[src/rtl/interleaver_ctrl.sv]
// Convolutional (Forney) interleaver controller.
// Time-shares one external read-first single-port RAM across BRANCHES delay
// lines. Branch b owns a circular region of b*DEPTH bytes starting at
// base(b) = DEPTH*b*(b-1)/2, so the regions pack back to back with no gaps.
// Branch 0 is a pass-through and never touches the RAM.
module interleaver_ctrl #(
  parameter int BRANCHES = 12,
  parameter int DEPTH    = 17,
  parameter int ADDR_W   = 11
) (
  input  logic              clk,
  input  logic              reset,
  input  logic              upstream_rdy,
  input  logic [7:0]        upstream_data,
  input  logic              upstream_sync,
  output logic              upstream_acpt,
  output logic              downstream_rdy,
  output logic [7:0]        downstream_data,
  input  logic              downstream_acpt,
  output logic [ADDR_W-1:0] ram_addr,
  output logic              ram_we,
  output logic [7:0]        ram_wdata,
  input  logic [7:0]        ram_rdata,
  output logic              init_done
);

  localparam int RAM_SIZE = DEPTH * BRANCHES * (BRANCHES - 1) / 2;
  localparam int BR_W     = (BRANCHES > 2) ? $clog2(BRANCHES) : 1;

  typedef enum logic [1:0] {
    S_INIT = 2'd0,
    S_IDLE = 2'd1,
    S_MEM  = 2'd2,
    S_OUT  = 2'd3
  } state_t;

  state_t            state_r;
  state_t            state_s;
  logic [ADDR_W-1:0] clr_cnt_r;
  logic [BR_W-1:0]   comm_r;
  logic [BR_W-1:0]   br_r;
  logic [BR_W-1:0]   br_sel_s;
  logic [7:0]        byte_r;
  logic [7:0]        dout_r;
  logic              init_done_r;
  logic [ADDR_W-1:0] ptr_r [BRANCHES];

  // First RAM word of branch b's circular delay region.
  function automatic logic [ADDR_W-1:0] base_addr(input logic [BR_W-1:0] b);
    int bi;
    bi = int'(b);
    return ADDR_W'(DEPTH * bi * (bi - 1) / 2);
  endfunction

  // Last valid pointer value of branch b before it wraps back to 0.
  function automatic logic [ADDR_W-1:0] ptr_last(input logic [BR_W-1:0] b);
    int bi;
    bi = int'(b);
    return ADDR_W'(bi * DEPTH - 1);
  endfunction

  assign downstream_rdy  = (state_r == S_OUT);
  assign downstream_data = dout_r;
  assign init_done       = init_done_r;

  // Next-state logic plus the same-cycle RAM port and upstream acceptance.
  always_comb begin
    state_s       = state_r;
    upstream_acpt = 1'b0;
    ram_we        = 1'b0;
    ram_addr      = '0;
    ram_wdata     = 8'h00;
    if (upstream_sync) begin
      br_sel_s = '0;
    end else begin
      br_sel_s = comm_r;
    end
    if (reset) begin
      state_s = S_INIT;
    end else begin
      case (state_r)
        S_INIT: begin
          ram_we   = 1'b1;
          ram_addr = clr_cnt_r;
          if (clr_cnt_r == ADDR_W'(RAM_SIZE - 1)) begin
            state_s = S_IDLE;
          end else begin
            state_s = S_INIT;
          end
        end
        S_IDLE: begin
          upstream_acpt = 1'b1;
          if (upstream_rdy) begin
            state_s = S_MEM;
            // Write the new byte; the read-first RAM returns the oldest byte
            // of this branch on the following cycle.
            if (br_sel_s != '0) begin
              ram_we    = 1'b1;
              ram_addr  = base_addr(br_sel_s) + ptr_r[br_sel_s];
              ram_wdata = upstream_data;
            end else begin
              ram_we = 1'b0;
            end
          end else begin
            state_s = S_IDLE;
          end
        end
        S_MEM: begin
          state_s = S_OUT;
        end
        S_OUT: begin
          if (downstream_acpt) begin
            state_s = S_IDLE;
          end else begin
            state_s = S_OUT;
          end
        end
        default: begin
          state_s = S_INIT;
        end
      endcase
    end
  end

  // State register, clear counter, branch pointers, commutator and output byte.
  always_ff @(posedge clk) begin
    if (reset) begin
      state_r     <= S_INIT;
      clr_cnt_r   <= '0;
      comm_r      <= '0;
      br_r        <= '0;
      byte_r      <= 8'h00;
      dout_r      <= 8'h00;
      init_done_r <= 1'b0;
      for (int i = 0; i < BRANCHES; i++) begin
        ptr_r[i] <= '0;
      end
    end else begin
      state_r <= state_s;
      case (state_r)
        S_INIT: begin
          clr_cnt_r <= clr_cnt_r + ADDR_W'(1);
          if (clr_cnt_r == ADDR_W'(RAM_SIZE - 1)) begin
            init_done_r <= 1'b1;
          end
        end
        S_IDLE: begin
          if (upstream_rdy) begin
            br_r   <= br_sel_s;
            byte_r <= upstream_data;
          end
        end
        S_MEM: begin
          if (br_r != '0) begin
            dout_r <= ram_rdata;
            if (ptr_r[br_r] == ptr_last(br_r)) begin
              ptr_r[br_r] <= '0;
            end else begin
              ptr_r[br_r] <= ptr_r[br_r] + ADDR_W'(1);
            end
          end else begin
            dout_r <= byte_r;
          end
          // A sync byte realigns the commutator: the next byte lands on branch 1.
          if (br_r == BR_W'(BRANCHES - 1)) begin
            comm_r <= '0;
          end else begin
            comm_r <= br_r + BR_W'(1);
          end
        end
        default: begin
        end
      endcase
    end
  end

endmodule

[config.mk]
export PLATFORM = sky130hd
export DESIGN_NAME = interleaver_ctrl
export DESIGN_NICKNAME = d
export VERILOG_FILES = /design/src/rtl/interleaver_ctrl.sv
export SDC_FILE = /design/constraint.sdc
export NUM_CORES = 1
export LEC_CHECK = 0
export ABC_AREA = 0
export CAP_MARGIN = 10
export CORE_MARGIN = 4
export CORE_UTILIZATION = 40
export DETAILED_ROUTE_END_ITERATION = 7
export DONT_BUFFER_PORTS = 1
export PLACE_DENSITY = 0.6
export REMOVE_ABC_BUFFERS = 1
export SLEW_MARGIN = 40
export SYNTH_ARGS = -nofsm -noshare
export SYNTH_HDL_FRONTEND = slang
export SYNTH_SLANG_ARGS = --single-unit
export TNS_END_PERCENT = 1
[constraint.sdc]
create_clock -name clk -period 10.83 [get_ports clk]
set_clock_uncertainty 0.2 [all_clocks]
set_input_delay 2.166 -clock clk [delete_from_list [all_inputs] [get_ports clk]]
set_output_delay 2.166 -clock clk [all_outputs]
set_load 0.005 [all_outputs]
# [Word level (Yosys, flattened, before mapping)]
# Memories as Yosys holds them, arrays and structs flattened. A register that Yosys moved wholly into a read port is not among the register bits.
# Index checks and enable logic that the tools add are counted.
[word_totals] ff_bits=38 latch_bits=0 ram_bits=132 mem_bits_ro=0 input_bits=21 memories=1
[mem_list] memory="ptr_r" depth=12 width=11 read_ports=2 rd_ports_with_merged_regs=1 write_ports=12 line="46" source="logic [ADDR_W-1:0] ptr_r [BRANCHES];"
[op_classes] add_sub_neg=7 mul=3 div_mod_pow=0 order_cmp=0 eq_ne=6 shifts=0 muxes=39 bitwise_logic=2 n_reduce_logical=6
[ops] cell="$mux W11" n=5
[ops] cell="$mux W8" n=5
[ops] cell="$add A11 B1 Y11 const B" n=2
[ops] cell="$pmux W11 S2" n=1
[ops] cell="$mux W4" n=5
[ops] cell="$mux W1" n=19
[ops] cell="$mul A10 B5 Y15" n=1
[ops] cell="$add A11 B1 Y11" n=1
[ops] cell="$add A11 B11 Y11" n=1
[ops] cell="$eq A11 B11 Y1" n=1
[ops] cell="$eq A11 B11 Y1 const B" n=1
[ops] cell="$reduce_or A11 Y1" n=1
[ops] cell="$sub A9 B1 Y10 const B" n=1
[ops] cell="$mul A4 B5 Y9 const B" n=1
[ops] cell="$mul A5 B4 Y9 const A" n=1
[ops] cell="$pmux W2 S4" n=1
[ops] cell="$reduce_bool A4 Y1" n=2
[ops] cell="$sub A4 B1 Y5 const B" n=1
[ops] cell="$add A4 B1 Y4 const B" n=1
[ops] cell="$eq A2 B2 Y1 const B" n=2
[ops] cell="$eq A4 B4 Y1 const B" n=1
[ops] cell="$mux W2" n=2
[ops] cell="$reduce_and A2 Y1" n=2
[ops] cell="$eq A2 B1 Y1 const B" n=1
[ops] cell="4 further kinds" n=4

# [Logic depth before layout (Yosys ltp)]
# Gate-level depths: netlist of run 1.
[logic_depth] depth_word=11 depth_mapped=26 mapped_depth_nobuf=25

# [Least setup slack after synthesis of run 1]
# OpenSTA, ideal clock, no wires.
[synth_path] path_type="input port to output port" startpoint="in upstream_sync" endpoint="out ram_addr[9]" arrival_time_ns=7.138 setup_slack_ns=1.326 path_stages=24 n_path_buf=3 path_cell_list="clkbuf_1 > nand2b_1 > clkbuf_1 > buf_1 > ha_1 > or3_1 > inv_1 > ha_1 > inv_1 > fa_1 > fa_1 > inv_1 > fa_1 > a21oi_1 > nor2_1 > nor2_1 > o21ai_0 > nor2_1 > xnor2_1 > ha_1 > and3_1 > a211oi_1 > xor2_1 > o22ai_1"
[synth_between] elab_chain_cells=10 elab_cells_between_ends=13 classes_between="add/sub: 3; mul: 2; mux: 5; bitwise: 1; reduce/logical: 1; memory: 1"
[synth_lines] element="start, declared" line="15" source="input logic upstream_sync,"
[synth_lines] element="$mux W4 *" line="73" source="if (upstream_sync) begin"
[synth_lines] element="$mul A5 B4 Y9 / $sub A4 B1 Y5 (equally long branches)" line="52" source="return ADDR_W'(DEPTH * bi * (bi - 1) / 2);"
[synth_lines] element="$mul A10 B5 Y15" line="52"
[synth_lines] element="$and A1 B1 Y1 (no line)"
[synth_lines] element="$add A11 B1 Y11 (no line)"
[synth_lines] element="$add A11 B11 Y11" line="99" source="ram_addr = base_addr(br_sel_s) + ptr_r[br_sel_s];"
[synth_lines] element="$mux W11 *" line="97" source="if (br_sel_s != '0) begin"
[synth_lines] element="$mux W11 *" line="93" source="if (upstream_rdy) begin"
[synth_lines] element="$pmux W11 S2 *" line="81" source="case (state_r)"
[synth_lines] element="$mux W11 *" line="78" source="if (reset) begin"
[synth_lines] element="end, declared" line="20" source="output logic [ADDR_W-1:0] ram_addr,"
# Every way passes the cells marked *; elsewhere a longest branch is shown, timed or not.

# [Final worst setup path of run 1]
[layout_path] startpoint="in upstream_sync" endpoint="out ram_addr[10]"
[layout_between] elab_chain_cells=10 elab_cells_between_ends=13 classes_between="add/sub: 3; mul: 2; mux: 5; bitwise: 1; reduce/logical: 1; memory: 1"
[layout_lines] element="$mux W4 *" line="73"
[layout_lines] element="net br_sel_s[3]" line="42" source="logic [BR_W-1:0] br_sel_s;"
[layout_lines] element="$mul A5 B4 Y9 / $sub A4 B1 Y5 (equally long branches)" line="52"
[layout_lines] element="$mul A10 B5 Y15" line="52"
[layout_lines] element="$and A1 B1 Y1 (no line)"
[layout_lines] element="$add A11 B1 Y11 (no line)"
[layout_lines] element="$add A11 B11 Y11" line="99"
[layout_lines] element="$mux W11 *" line="97"
[layout_lines] element="$mux W11 *" line="93"
[layout_lines] element="$pmux W11 S2 *" line="81"
[layout_lines] element="$mux W11 *" line="78"
# Mark *: on every way through the listed nets, which the timed path passes. The rest lies on a longest branch.

==> summary.md, run 1 <==
| Metric | Value |
|---|---|
| Status | completed |
| DRC violations left | 0 |
| DR WL/cell | 24.1 um |
| Setup bufs post-CTS | 0 |
| Commonest cells after routing, fill and taps aside | 176 x edfxtp_1, 157 x nor2_1, 85 x nand2_1 |
| Met3 Track Usage GR | 3.85% |
| Clk buf depth | 3 |
| Synth Area per Inst | 10.8 um2 |
| Final hold slack | 0.254 ns |
| CTS Hold Bufs | 0 |
| Met1 usage | 29.6% |
| R2R depth | 14 |
| Synth top area cells | edfxtp_1 39%, mux4_2 8.4%, dfxtp_1 6.2%, ha_1 4.8%, nor2_1 4.4% |
| Post-synthesis mux area share | 13.8% |
| Worst Path Buf+Inv | 6 |
| Clock Latency Late Sink | 0.56 ns |
| Port-buffer cells | 0 |
| Vias | 10100 |
| Critical path arrival | 7.36 ns |
| Peak supply drop | 101 uV |
| Compound-Gate Fraction of Synth Area | 10.7% |
| Clock Sinks | 218 |
| Pins Over Slew Limit | 0 |
| Top delay family on crit path | adder cells |
| Power per cell area | 132 nW/um2 |
| Asr flop ratio synth | 0% |
| Largest family of logic cells by synthesized area | simple AND/OR/NAND/NOR gates |
| Vias per inst | 6.03 |
| Synth Area in XOR/XNOR | 3.29% |
| Root Driver | clkbuf_16 |
| Vias in the first global route | 9773 |
| Busiest grt layer | met2 |
| CP Class | in2out |
| Max Cap Viol | 0 |
| Ys Warns | 0 |
| Top cell by count, worst path | inv_1 |
| GRT overflow | 0 |
| Drt first pass iters | 5 |
| Adder-cell share of the synthesized area | 7.35% |
| Critical Path End Type | primary output |
| Layout cells sized above 1 | 12.5% |
| Share of the synthesized area in the top cell type | 39.2% |
| Cts bufs inserted | 25 |
| FMAX | 0.103 GHz |
| Critical Path Source Type | input port |
| TritonCTS clock tree | built |
| Chip height | 192 um |
| Hold_sp | byte_r[4]$_SDFFE_PP0P_ |
| Critical path's largest stage delay | 0.55 ns |
| Worst Hold Class | reg2reg |
| All-Layer GR Usage | 21.7% |
| GP Congestion | 0.916 |
| Top FF cell, synth | edfxtp_1 |
| H-tree depth | 1 |
| Largest net degree at the start of global routing | 66 |
| Setup-violating endpoint count in the final report | 0 |
| Core area | 32900 um2 |
| R2r startpoint | br_r[2]$_SDFFE_PP0P_ |
| Dpl hpwl | 26.6 mm |
| Starting density of the core | 41.0% |
| Yosys reg bits | 218 |
| Rel. slew slack | 39.2% |
| Part of the cycle the worst path needs | 89.8% |
| Post-Synth Simple-Gate Area | 14.3% |
| Register-to-Register Setup Slack | 5.56 ns |
| Commonest non-fill, non-tap cell in the layout | edfxtp_1 |
| Worst Hold End | byte_r[4]$_SDFFE_PP0P_ |
| Ant. Diodes | 0 |
| Cell leakage power | 5.20 nW |
| First-pass GRT wire length | 60.4 mm |
| Slowest CP cell | fa_1 |
| P&R area growth vs syn | 9.24% |
| Netlist Area Pre-Place | 13500 um2 |
| Die X | 192 um |
| Worst Path Max Fanout | 11 |
| Detail Route Antenna Nets | 0 |
| Die area | 36700 um2 |
| Final min period | 9.72 ns |
| Final Net Count | 1305 |
| Crit path cell chain | inv_1, nand2_1, buf_4, inv_1, nor2_1, o21ai_1, inv_1, fa_1, fa_1, inv_1, fa_1, inv_1, ha_1, a21oi_1, o21bai_1, a21oi_1, xnor2_1, ha_1, a2111oi_0, nor3_1, a31oi_1, xnor2_1, o22ai_1 |
| Post-cts repair resize count | 0 |
| Initial antenna violation count | 0 |
| Final WL | 40.4 mm |
| Reg-to-reg endpoint | ptr_r[15][2]$_DFFE_PP_ |
| Iteration-0 DRC Markers | 969 |
| Area leader, netlist | edfxtp_1 |
| CP Data Required Time | 8.46 ns |
| Slew @ Worst Pin | 0.906 ns |
| Rows | 66 |
| Final setup TNS | 0 ns |
| Post-synthesis sequential area ratio | 45.5% |
| RSZ-0062 raised after global routing | false |
| Final Hold Viols | 0 |
| Worst hold path cell count | 2 |
| Post-synth EDFFs | 176 |
| Clock Pin Slew Worst Setup and Hold Paths | 0.06 ns |
| Synth Instances | 1244 |
| Netlist cell types | 70 |
| IO Count | 52 |
| Grt met2 use | 33.8% |
[synth_stat cells (all sizes together) (21+ instances only)]
cell type and instances:
o21ai 21, o22ai 25, a21oi 60, edfxtp 176, mux2i 49, nor2 159, dfxtp 42, a22oi 21
nand2 85, inv 68, buf 34, clkbuf 57, mux4 51, ha 52, nand3 39, xnor2 28
nor3 58
[where the power goes]
group	switching [W]	total, W	internal, W
clock network	0.000353	0.000871	0.000518
logic	0.0000846	0.000136	0.0000517
registers	0.0000134	0.000934	0.000921
total	0.000451	0.00194	0.00149
[per-layer routing]
metal / vias to the layer above / wire [um] / part of all wire (%)
met3: 110 / 3680 / 9.1
li1: 4529 / - / -
met1: 4930 / 16300 / 40
met4: 0 / 2210 / 5.5
met5: - / 0 / 0
met2: 537 / 18200 / 45
[worst max path at each step]
stage                                       from           end  slack, ns  cells past startpoint
after floorplan           comm_r[1]$_SDFFE_PP0P_   ram_addr[9]       1.22                     21
after global placement             upstream_sync  ram_addr[10]       1.30                     23
after detailed placement           upstream_sync  ram_addr[10]       1.10                     23
after CTS                          upstream_sync  ram_addr[10]       1.09                     23
after global routing               upstream_sync  ram_addr[10]       0.65                     23
final                              upstream_sync  ram_addr[10]       1.11                     23
[sequential cells by signal, indices dropped and copies added (netlist names), named ones only]
register / count
ptr_r: 176
clr_cnt_r: 11
byte_r: 8
downstream_data: 8
br_r: 4
comm_r: 4
state_r: 2
init_done: 1
[cell families after synthesis]
group,count (synthesis)
and+or+nand+nor,416
DFF,218
AOI/OAI and AO/OA,212
buffers and inverters,160
muxes,118
adders and majority gates,69
xor gates and xnor gates,49
other,2
[layout make-up]
class                   count  area (um2)
clock buffers              33         722
well taps                 442         553
inverters                  69         259
multi-input cells         879        6760
repair buffers             22         169
fillers                  3085       18100
clock inverters            13         126
flip-flops and latches    218        6130
[worst reg2reg max path: cells and delay by family (launching register included)]
kind / cells / cell delay, ns
and+or+nand+nor: 4 / 0.98
buffers and inverters: 2 / 0.63
DFF: 1 / 0.45
xor gates and xnor gates: 1 / 0.13
adders and majority gates: 3 / 1.15
AOI/OAI and AO/OA: 4 / 1.44
[stage by stage]
step	area (um2)	power, W	util (%)	setup WS (ns)	instances
3_5_place_dp	13900	0.00109	42.2	1.10	1630
5_1_grt	14700	0.00199	44.8	0.645	1676
2_1_floorplan	13100	0.00104	-	1.22	1166
6_report	14700	0.00194	44.8	1.11	1676
3_3_place_gp	13800	0.00108	42.1	1.30	1630
4_1_cts	14700	0.00195	44.8	1.09	1676
No activity file was read; power rests on OpenSTA's default activity.
==> run 2, diff against run 1 <==
--- a/config.mk
+++ b/config.mk
@@ -7,7 +7,7 @@
 export LEC_CHECK = 0
 export ABC_AREA = 0
 export CAP_MARGIN = 10
-export CORE_MARGIN = 4
+export CORE_MARGIN = 10
 export CORE_UTILIZATION = 40
 export DETAILED_ROUTE_END_ITERATION = 7
 export DONT_BUFFER_PORTS = 1
==> summary.md, run 2 (synthesis results as in run 1) <==
| Metric | Value |
|---|---|
| Status | completed |
| Placed cell areas | 13900 um2 (+0.24%) |
| P&R area growth vs syn | 10.5% |
| Port-buffer cells | 0 (unchanged) |
| FMAX | 0.103 GHz (-0.29%) |
| Cell leakage power | 5.29 nW (+1.7%) |
| Drt first pass iters | 5 (unchanged) |
| Commonest non-fill, non-tap cell in the layout | edfxtp_1 |
| Clock Sinks | 218 (unchanged) |
| Worst Hold Class | reg2reg |
| Final Net Count | 1310 (+0.38%) |
| Slew @ Worst Pin | 0.940 ns (+0.0335 ns) |
| Power per cell area | 137 nW/um2 (+4.0%) |
| Setup crit start | upstream_sync |
| All-Layer GR Usage | 19.3% (-2.5 points) |
| Setup bufs post-CTS | 0 (unchanged) |
| Clk buf depth | 3 (unchanged) |
| Dpl hpwl | 27.2 mm (+2.2%) |
| Largest register FFs | 176 (unchanged) |
| Die X | 204 um (+6.3%) |
| Clock Latency Late Sink | 0.54 ns (-0.02 ns) |
| Critical Path Source Type | input port |
| Initial antenna violation count | 0 (unchanged) |
| Max Cap Viol | 0 (unchanged) |
| Layout cells sized above 1 | 13.5% (+0.99 points) |
| RSZ-0062 raised after global routing | false |
| Core area | 33400 um2 (+1.5%) |
| Commonest cells after routing, fill and taps aside | 176 x edfxtp_1, 157 x nor2_1, 85 x nand2_1 |
| Worst Path Max Fanout | 12 (+1) |
| Setup-violating endpoint count in the final report | 0 (unchanged) |
| Detail Route Antenna Nets | 0 (unchanged) |
| Setup WS pre-CTS | 1.04 ns (-0.0667 ns) |
| R2r startpoint | br_r[2]$_SDFFE_PP0P_ |
| Final WL | 40.7 mm (+0.77%) |
| Largest net degree at the start of global routing | 66 (unchanged) |
| Pins Over Slew Limit | 0 (unchanged) |
| Iteration-0 DRC Markers | 1020 (+5.3%) |
| Chip height | 204 um (+6.3%) |
| Rows | 67 (+1.5%) |
| Part of the cycle the worst path needs | 90.0% (+0.26 points) |
| Vias | 10100 (-0.11%) |
| Vias per inst | 5.98 (-0.82%) |
| Starting density of the core | 40.4% (-0.61 points) |
| Final min period | 9.75 ns (+0.0287 ns) |
| Peak supply drop | 104 uV (+3.0%) |
| GP Congestion | 0.900 (-1.7%) |
| DRC violations left | 0 (unchanged) |
| Root Driver | clkbuf_16 |
| Ant. Diodes | 0 (unchanged) |
| Die area | 41400 um2 (+13%) |
| IO Count | 52 (unchanged) |
| Biggest registers after layout | ptr_r x176, clr_cnt_r x11 |
| CP Class | in2out |
| First-pass GRT wire length | 61.3 mm (+1.6%) |
| Critical path arrival | 7.39 ns (+0.03 ns) |
| GRT overflow | 0 (unchanged) |
| Placed insts | 1639 (+0.55%) |
| H-tree depth | 1 (unchanged) |
| Final Hold Viols | 0 (unchanged) |
| Cts bufs inserted | 26 (+4.0%) |
| DR WL/cell | 24.1 um (about the same) |
| Setup WS post-layout | 1.08 ns (-0.0287 ns) |
| Clock Pin Slew Worst Setup and Hold Paths | 0.06 ns (about the same) |
| CTS Hold Bufs | 0 (unchanged) |
| CP Data Required Time | 8.46 ns (about the same) |
| Final setup TNS | 0 ns (unchanged) |
| Cell area after layout | 14900 um2 (+1.1%) |
| Rel. slew slack | 37.3% (-1.8 points) |
| Finished Layout Cells | 1688 (+0.72%) |
| Hold_sp | byte_r[1]$_SDFFE_PP0P_ |
| TritonCTS clock tree | built |
| Critical Path End Type | primary output |
| Post-cts repair resize count | 0 (unchanged) |
| Vias in the first global route | 10100 (+2.9%) |
| Reg with most FFs | ptr_r |
| Final hold slack | 0.250 ns (-0.00441 ns) |
## run 2: changes by cell type in the layout (fill, tap and decap cells not counted), moves of 2 or more
cell       change
inv_6          +2
clkbuf_16      +2
clkbuf_8       +3
bufinv_16      +2
clkinv_1       -4
buf_4          +3
clkbuf_1       -3
## run 2: per-stage QoR
stage          total power, W  utilization [%]
3_5_place_dp          0.00109             41.7
6_report              0.00204             44.6
5_1_grt               0.00210             44.6
2_1_floorplan         0.00104                -
3_3_place_gp          0.00108             41.5
4_1_cts               0.00205             44.6
## run 2: report_power, final
part | total, W | internal (W) | switching (W)
combinational | 0.000136 | 0.0000523 | 0.0000840
sequential | 0.000934 | 0.000921 | 0.0000137
clock | 0.000971 | 0.000617 | 0.000353
## run 2: final cells by class
cell class,instances,area [um2]
fillers,3158,18500
flip-flops and latches,218,6130
clock inverters,12,166
repair buffers,26,203
clock buffers,36,810
inverters,69,259
multi-input cells,879,6750
well taps,448,561
## run 2: worst paths after layout
path | end | slack, ns | cells past startpoint
worst min register to register | byte_r[1]$_SDFFE_PP0P_ | 0.25 | 2
worst max-delay path | ram_addr[10] | 1.08 | 23
worst max register to register | ptr_r[14][9]$_DFFE_PP_ | 5.80 | 13
worst min-delay path | byte_r[1]$_SDFFE_PP0P_ | 0.25 | 2
## run 2: critical path, cell delays in order
cell and delay, ns:
inv_1 0.03, buf_4 0.20, nand2_1 0.09, inv_1 0.22, nor2_1 0.18, o21ai_1 0.36, inv_1 0.14, fa_1 0.55
fa_1 0.53, inv_1 0.06, fa_1 0.52, inv_1 0.04, ha_1 0.32, a21oi_1 0.22, o21bai_1 0.09, a21oi_1 0.21
xnor2_1 0.10, ha_1 0.24, a2111oi_0 0.37, nor3_1 0.15, a31oi_1 0.23, xnor2_1 0.12, o22ai_1 0.23
## run 2: layer usage
| metal | wire (um) | track usage (%) | up-vias | share of wire (%) |
|---|---|---|---|---|
| met4 | 1550 | 8.23 | 0 | 3.8 |
| met3 | 3830 | 3.60 | 86 | 9.4 |
| li1 | - | - | 4524 | - |
| met2 | 19200 | 31.5 | 473 | 47 |
| met1 | 16200 | 24.6 | 5012 | 40 |
| met5 | 0 | 0 | - | 0 |
